===== src/rtl/sync_fifo.sv =====
// Single-clock byte FIFO with registered read data, full/empty and almost flags.
// Pointers carry an extra wrap bit so full and empty are told apart without a counter.
module sync_fifo #(
   parameter int DATA_WIDTH = 8,
   parameter int DEPTH      = 8,
   parameter int AF_LEVEL   = DEPTH - 1,
   parameter int AE_LEVEL   = 1
) (
   input  logic                     clk,
   input  logic                     rst,
   input  logic                     w_en,
   input  logic                     r_en,
   input  logic [DATA_WIDTH-1:0]    data_in,
   output logic [DATA_WIDTH-1:0]    data_out,
   output logic                     full,
   output logic                     empty,
   output logic [$clog2(DEPTH):0]   count,
   output logic                     almost_full,
   output logic                     almost_empty,
   output logic                     overflow,
   output logic                     underflow
);

   localparam int ADDR_W = $clog2(DEPTH);
   localparam logic [ADDR_W:0] AF_L = (ADDR_W + 1)'(AF_LEVEL);
   localparam logic [ADDR_W:0] AE_L = (ADDR_W + 1)'(AE_LEVEL);
   localparam logic [ADDR_W:0] ONE  = (ADDR_W + 1)'(1);

   logic [DATA_WIDTH-1:0] mem [DEPTH];
   logic [ADDR_W:0]       wr_ptr;
   logic [ADDR_W:0]       rd_ptr;
   logic                  wr_acc;
   logic                  rd_acc;

   assign empty = (wr_ptr == rd_ptr);
   assign full  = (wr_ptr[ADDR_W-1:0] == rd_ptr[ADDR_W-1:0]) &&
                  (wr_ptr[ADDR_W] != rd_ptr[ADDR_W]);
   assign count = wr_ptr - rd_ptr;

   assign almost_full  = (count >= AF_L);
   assign almost_empty = (count <= AE_L);

   // When full, a simultaneous read frees the slot the write lands in.
   assign rd_acc = r_en && !empty;
   assign wr_acc = w_en && (!full || rd_acc);

   always_ff @(posedge clk or posedge rst) begin
      if (rst) begin
         wr_ptr    <= '0;
         rd_ptr    <= '0;
         data_out  <= '0;
         overflow  <= 1'b0;
         underflow <= 1'b0;
      end else begin
         overflow  <= w_en && !wr_acc;
         underflow <= r_en && empty;
         if (wr_acc) begin
            wr_ptr <= wr_ptr + ONE;
         end
         if (rd_acc) begin
            rd_ptr   <= rd_ptr + ONE;
            data_out <= mem[rd_ptr[ADDR_W-1:0]];
         end
      end
   end

   always_ff @(posedge clk) begin
      if (wr_acc) begin
         mem[wr_ptr[ADDR_W-1:0]] <= data_in;
      end
   end

endmodule


===== config.mk =====
export PLATFORM = sky130hd
export DESIGN_NAME = sync_fifo
export DESIGN_NICKNAME = d
export VERILOG_FILES = /design/src/rtl/sync_fifo.sv
export SDC_FILE = /design/constraint.sdc
export NUM_CORES = 1
export LEC_CHECK = 0
export CAP_MARGIN = 10
export CELL_PAD_IN_SITES_DETAIL_PLACEMENT = 1
export CELL_PAD_IN_SITES_GLOBAL_PLACEMENT = 2
export CORE_ASPECT_RATIO = 0.75
export CORE_UTILIZATION = 30
export CTS_CLUSTER_SIZE = 8
export DETAILED_ROUTE_END_ITERATION = 16
export PLACE_DENSITY_LB_ADDON = 0.1
export SYNTH_ARGS = -nofsm -noshare
export SYNTH_HDL_FRONTEND = slang
export SYNTH_SLANG_ARGS = --single-unit

===== constraint.sdc =====
create_clock -name clk -period 4.11 [get_ports clk]
set_input_delay 0.6165 -clock clk [delete_from_list [all_inputs] [get_ports clk]]
set_output_delay 0.6165 -clock clk [all_outputs]
set_load 0.03 [all_outputs]

==> metrics.md, run 1 <==
| Metric | Value |
|---|---|
| Status | `finished with violations` |
| Failing checks | `design-rule violations` |
| Hold Crit Class | `flip-flop to flip-flop` |
| GRT overflow | `0` |
| CP cell instances | `inv_1 -> ha_1 -> fa_1 -> xor2_1 -> o32ai_1 -> clkdlybuf4s50_1` |
| Cts repair resizes | `0` |
| Post-Syn Instances | `217` |
| H-Tree Depth | `3` |
| First-pass GRT wire length | `11200 µm` |
| Syn Area/Cell | `15.6 µm²` |
| CTS tree | `done` |
| Seq/Total Area, Yosys | `70.0%` |
| CP Data Arrival Time | `2.69 ns` |
| Crit path max-delay family | `buffers and inverters` |
| Max stage delay on crit path | `0.72 ns` |
| Layout area overhead | `22.5%` |
| Worst rel slew slack | `44.0%` |
| Placed Instances | `388` |
| Num Clock Sinks | `82` |
| CP required | `3.49 ns` |
| Initial Util | `30.9%` |
| Fin Setup TNS | `0 ns` |
| Yosys top cell area share | `56.7%` |
| Wire per inst | `18.2 µm` |
| Antenna Nets Post-Route | `0` |
| Worst Path Buf+Inv | `2` |
| Chip width | `125 µm` |
| Max-Cap Viols | `0` |
| Setup Viol. Count Final | `0` |
| Fin cells | `404` |
| RSZ-0062 raised after global routing | `no` |
| Synth warn | `0` |
| Largest area contributor in the netlist | `edfxtp_1` |
| Largest cells by area after synthesis | `edfxtp_1, dfrtp_1, mux2_2, mux2i_1, o221ai_1` |
| Antenna diodes | `0` |
| Synthesized area | `3390 µm²` |
| FMAX | `302 MHz` |
| Clock Skews | `0.00483 ns` |
| Final slew viol count | `0` |
| Port bufs | `29` |
| Final worst path period share | `80.5%` |
| Final core occ | `37.8%` |
| RD Place Congestion | `0.668` |
| Core area | `11000 µm²` |
| Die ar. | `11700 µm²` |
| Dpl cell area | `3890 µm²` |
| Clk buf depth | `2` |
| # rows | `33` |
| CTS buffer count | `9` |
| Hold Fails Final Rpt | `0` |
| Routed vias/inst | `4.78` |
| Register bit total from synthesis | `82` |
| Drt total wl | `7360 µm` |
| VDD IR max | `447 µV` |
| Startpoint types | `flip-flop` |
| Ports | `30` |
| Final WS setup | `0.800 ns` |
| Clock Latency Late Sink | `0.33 ns` |
| HPWL after detailed placement | `4890 µm` |
| Post-Place Worst Slack | `1.15 ns` |
| Critical Path End Type | `output port` |
| Measured slew at the worst slew-check pin | `0.839 ns` |
| Largest net degree at the start of global routing | `36` |
| CTS clk-pin slew, worst paths | `0.06 ns` |
| Critical path class | `flip-flop to output port` |
| Gr usage total | `13.8%` |
| Cts hold-fix bufs | `0` |
| Yosys cell types | `31` |
| Post-synth net total | `235` |
| Via count | `1930` |
| Post-Layout Inst Area | `4150 µm²` |
| Leak Pwr | `1.51 nW` |
| Most common cell after layout, fill and taps aside | `edfxtp_1` |
| Initial antenna violation count | `0` |
| CTS Root Cell | `clkbuf_16` |
| DRT Pass-1 Iters | `12` |
| Number of global-route vias before repair | `1902` |
| Final critical path time including I/O delays and setup | `3.31 ns` |
| Leading cell types in the layout, fill and taps excluded | `edfxtp_1, clkdlybuf4s50_1, dfrtp_1` |
| Crit-path slowest cell | `clkdlybuf4s50_1` |
| CP Max Fanout | `7` |
| Total Nets Final | `277` |
| Setup Fix Bufs, Post-CTS | `0` |
| Pwr Density | `836 nW/µm²` |
| Die height | `94.1 µm` |
| Residual DRC count | `2` |
| Layout cells sized above 1 | `16.7%` |
| DR iter-0 viols | `66` |
-- state kept, by name, summed over array words and instances, names as in the netlist --
signal and cells:
rd_ptr 4, underflow 1, data_out 8, overflow 1, wr_ptr 4, mem 64
-- metal layers --
metal / vias to the layer above / wire length (µm) / GRT usage, % / share of wire, %
met5: - / 0 / 0 / 0
met4: 0 / 67 / 3.09 / 0.91
met3: 7 / 253 / 5.13 / 3.4
met2: 27 / 3310 / 21.2 / 45
met1: 989 / 3730 / 18.4 / 51
li1: 907 / - / - / -
-- per-stage QoR --
step                total power, W  hold slack [ns]
floorplan                  0.00223            0.498
global placement           0.00280            0.462
detailed placement         0.00281            0.477
CTS                        0.00353            0.489
global route               0.00369            0.531
finish                     0.00347            0.480
-- final cells by class --
type / count / area [µm²]
timing repair buffer: 38 / 358
clock inverter: 3 / 17.5
multi-input combinational: 118 / 952
clock buffer: 13 / 240
fill: 1129 / 6830
inverter: 10 / 37.5
sequential: 82 / 2370
tap: 140 / 175
-- worst register-to-register path, cell delays in order, from the launching register on --
cell     delay (ns)
dfrtp_1        0.48
inv_1          0.11
ha_1           0.34
nand3_1        0.24
o31ai_2        0.14
nor2_1         0.53
buf_4          0.27
-- power by group --
part           total (W)  internal, W  switching (W)
Sequential       0.00120      0.00109       0.000117
Clock           0.000710     0.000408       0.000302
Combinational    0.00156     0.000639       0.000921
Total            0.00347      0.00213        0.00134
-- Yosys cell counts --
master	n
and2_1	2
mux2_2	16
edfxtp_1	64
or3_4	1
mux2_4	2
ha_1	5
dfrtp_1	18
o31ai_2	1
a21oi_1	1
nor4_1	2
o32ai_1	1
buf_4	3
nor2_1	8
o221ai_1	8
nand2_4	1
o211a_1	1
nand2_1	12
buf_1	1
mux2i_1	16
xor2_1	4
o21ai_1	2
fa_1	1
nor2b_1	2
nor3_1	5
buf_2	3
nand3_1	5
xnor2_1	5
o21ai_0	8
inv_1	10
and3_1	1
a22oi_1	8
-- cells by family after synthesis --
group                      after synthesis  share of synthesized area, %
muxes                                   34                          10.9
AOI/OAI and AO/OA                       30                          6.38
buffers and inverters                   17                          2.32
xor gates and xnor gates                 9                          2.32
adders and majority gates                6                          2.44
DFF                                     82                          70.0
and+or+nand+nor                         39                          5.65
-- path summary, 6_finish.rpt --
kind | startpoint | endpoint | slack [ns] | depth (start not counted)
worst max-delay path | wr_ptr[0] | almost_full | 0.80 | 6
worst min-delay path | data_out[2] | data_out[2] | 0.48 | 2
worst max register to register | wr_ptr[0] | mem[7][0] | 1.71 | 6
worst min register to register | data_out[2] | data_out[2] | 0.48 | 2
max in group asynchronous | rst | underflow | 2.84 | 2
min in group asynchronous | rst | data_out[3] | 0.75 | 2
No activity file was read; power rests on OpenSTA's default activity.
==> run 2: changes to the inputs <==
==> constraint.sdc (replaced) <==
create_clock -name clk -period 3.1 [get_ports clk]
set_input_delay 0.465 -clock clk [delete_from_list [all_inputs] [get_ports clk]]
set_output_delay 0.465 -clock clk [all_outputs]
set_load 0.03 [all_outputs]
==> run 2 against run 1 <==
Effect of this change:
- non-clock buffer count up 1
- count of clock-buffer cells in the layout rose by 1
- sequential power increased by 33%
- combinational power is 32% higher
- cell count increased by 0.25%
- via count shrank 2.5%
- critical path depth unchanged
- wire length rose by 1.2%
- worst hold slack worse by 0.0040 ns
- sequential share of layout area decreased by 0.15 points
- the run still ends with design-rule violations left
==> metrics.md, run 2 (synthesis results as in run 1) <==
| Metric | Value |
|---|---|
| Crit path max-delay family | `buffers and inverters` |
| Total Nets Final | `278 (+0.36%)` |
| Layout area overhead | `22.8%` |
| Largest net degree at the start of global routing | `36 (unchanged)` |
| Final critical path time including I/O delays and setup | `2.94 ns` |
| Max stage delay on crit path | `0.59 ns (-0.13 ns)` |
| VDD IR max | `520 µV (+17%)` |
| Drt total wl | `7450 µm (+1.2%)` |
| Post-Layout Inst Area | `4160 µm² (+0.27%)` |
| Final slew viol count | `0 (unchanged)` |
| CP Data Arrival Time | `2.47 ns (-0.22 ns)` |
| RSZ-0062 raised after global routing | `no` |
| CP required | `2.63 ns (-0.86 ns)` |
| FMAX | `341 MHz` |
| Clock Latency Late Sink | `0.34 ns (about the same)` |
| Num Clock Sinks | `82 (unchanged)` |
| Max-Cap Viols | `0 (unchanged)` |
| GRT overflow | `0 (unchanged)` |
| Pwr Density | `1110 nW/µm² (+33%)` |
| CTS buffer count | `9 (unchanged)` |
| Fin Setup TNS | `0 ns (unchanged)` |
| Post-Place Worst Slack | `0.502 ns (-0.645 ns)` |
| Antenna Nets Post-Route | `0 (unchanged)` |
| Fillers | `1143 (+1.2%)` |
| Clock Skews | `0.00644 ns (+0.00160 ns)` |
| Status | `finished with violations` |
| # rows | `33 (unchanged)` |
| Die ar. | `11700 µm² (unchanged)` |
| Failing checks | `design-rule violations` |
| CP most frequent cell | `inv_1` |
| Hold Fails Final Rpt | `0 (unchanged)` |
| Die height | `94.1 µm (unchanged)` |
| Measured slew at the worst slew-check pin | `1.01 ns (+0.173 ns)` |
| Internal power | `0.00284 W (+33%)` |
| CTS Root Cell | `clkbuf_16` |
| Layout cells sized above 1 | `19.6% (+3.0 points)` |
| Gr busiest metal | `met2` |
| Clk buf depth | `2 (unchanged)` |
| HPWL after detailed placement | `4910 µm (+0.42%)` |
| RD Place Congestion | `0.695 (+4.1%)` |
| CP Max Fanout | `7 (unchanged)` |
| Dpl cell area | `3890 µm² (-0.19%)` |
| Critical Path End Type | `output port` |
| CTS tree | `done` |
| Comb pwr share | `44.5% (-0.4 points)` |
| Clock group share of total power | `21.2% (+0.8 points)` |
| Met2 Track Usage GR | `20.6% (-0.51 points)` |
| Startpoint types | `flip-flop` |
| Setup Viol. Count Final | `0 (unchanged)` |
| Met3 Use GR | `4.50% (-0.63 points)` |
| CTS clk-pin slew, worst paths | `0.06 ns (about the same)` |
| Final WS setup | `0.164 ns (-0.636 ns)` |
| Crit-path slowest cell | `clkdlybuf4s50_1` |
| Hold Crit Class | `flip-flop to flip-flop` |
| Worst Path Buf+Inv | `3 (+1)` |
| Antenna diodes | `0 (unchanged)` |
| Initial Util | `30.9% (unchanged)` |
| CP cell instances | `inv_1 -> ha_1 -> fa_1 -> xor2_1 -> inv_1 -> clkdlybuf4s50_1` |
| Most common cell after layout, fill and taps aside | `edfxtp_1` |
| Number of global-route vias before repair | `1913 (+0.58%)` |
| Final worst path period share | `94.7%` |
| Seq pwr share | `34.3% (-0.3 points)` |
| Leading cell types in the layout, fill and taps excluded | `edfxtp_1, clkdlybuf4s50_1, dfrtp_1` |
| H-Tree Depth | `3 (unchanged)` |
| DR iter-0 viols | `67 (+1.5%)` |
| Cts hold-fix bufs | `0 (unchanged)` |
| Chip width | `125 µm (unchanged)` |
| Sw frac | `38.7% (+0.090 points)` |
| Core area | `11000 µm² (unchanged)` |
| DRT Pass-1 Iters | `13 (+1)` |
| Net Sw Power | `0.00179 W (+34%)` |
| Routed vias/inst | `4.64 (-2.8%)` |
| Via count | `1881 (-2.5%)` |
| Max reg flops | `64 (unchanged)` |
| First-pass GRT wire length | `11600 µm (+3.1%)` |
| Port bufs | `29 (unchanged)` |
| Wire per inst | `18.4 µm (+0.97%)` |
| Setup Fix Bufs, Post-CTS | `0 (unchanged)` |
| Cts repair resizes | `0 (unchanged)` |
| Gr usage total | `14.1% (+0.34 points)` |
| Ports | `30 (unchanged)` |
| Worst rel slew slack | `32.3% (-12 points)` |
| Initial antenna violation count | `0 (unchanged)` |
| Residual DRC count | `2 (unchanged)` |
| GRT met1 Usage | `19.5% (+1.1 points)` |
| Leak Pwr | `1.54 nW (+1.5%)` |
| Critical path class | `flip-flop to output port` |
[run 2: final timing paths]
check / startpoint / end / slack [ns] / cells past startpoint
setup / recovery: wr_ptr[0] / count[2] / 0.16 / 6
hold / removal: data_out[7] / data_out[7] / 0.48 / 2
setup reg to reg: wr_ptr[0] / mem[7][4] / 0.62 / 5
hold reg to reg: data_out[7] / data_out[7] / 0.48 / 2
max in group asynchronous: rst / overflow / 1.99 / 2
min in group asynchronous: rst / data_out[0] / 0.59 / 2
[run 2: layout make-up]
class / instances / area, µm² / area share [%]
clock inverters: 2 / 12.5 / 0.300
inverters: 10 / 37.5 / 0.901
well taps: 140 / 175 / 4.21
clock buffers: 14 / 264 / 6.34
repair buffers: 39 / 350 / 8.41
multi-input cells: 118 / 952 / 22.9
flip-flops and latches: 82 / 2370 / 57.0
[run 2: worst register-to-register path, delay by kind of cell (launching register included)]
family | cells | cell delay (ns)
flip-flops | 1 | 0.48
AO/OA/AOI/OAI | 1 | 0.13
adder cells (fa/ha/maj) | 1 | 0.35
AND/OR/NAND/NOR | 2 | 1.02
buffers and inverters | 1 | 0.11
[run 2: routing by layer]
metal | wire [µm] | vias to the layer above
met5 | 0 | -
met4 | 106 | 0
met3 | 222 | 10
met2 | 3250 | 27
met1 | 3870 | 936
li1 | - | 908
[run 2: through the flow]
| step | hold WS, ns | util (%) | power (W) | cells |
|---|---|---|---|---|
| 3_3_place_gp | 0.461 | 35.4 | 0.00370 | 389 |
| 5_1_grt | 0.512 | 37.9 | 0.00492 | 405 |
| 3_5_place_dp | 0.474 | 35.4 | 0.00371 | 389 |
| 2_1_floorplan | 0.404 | - | 0.00295 | 217 |
| 4_1_cts | 0.486 | 37.9 | 0.00471 | 405 |
| 6_report | 0.476 | 37.9 | 0.00463 | 405 |
[run 2: power by group through the flow]
stage          logic [W]  registers (W)  clock network, W
2_1_floorplan    0.00126        0.00169                 0
3_3_place_gp     0.00209        0.00160                 0
3_5_place_dp     0.00209        0.00161                 0
4_1_cts          0.00210        0.00159           0.00102
5_1_grt          0.00224        0.00162           0.00106
6_report         0.00206        0.00159          0.000980
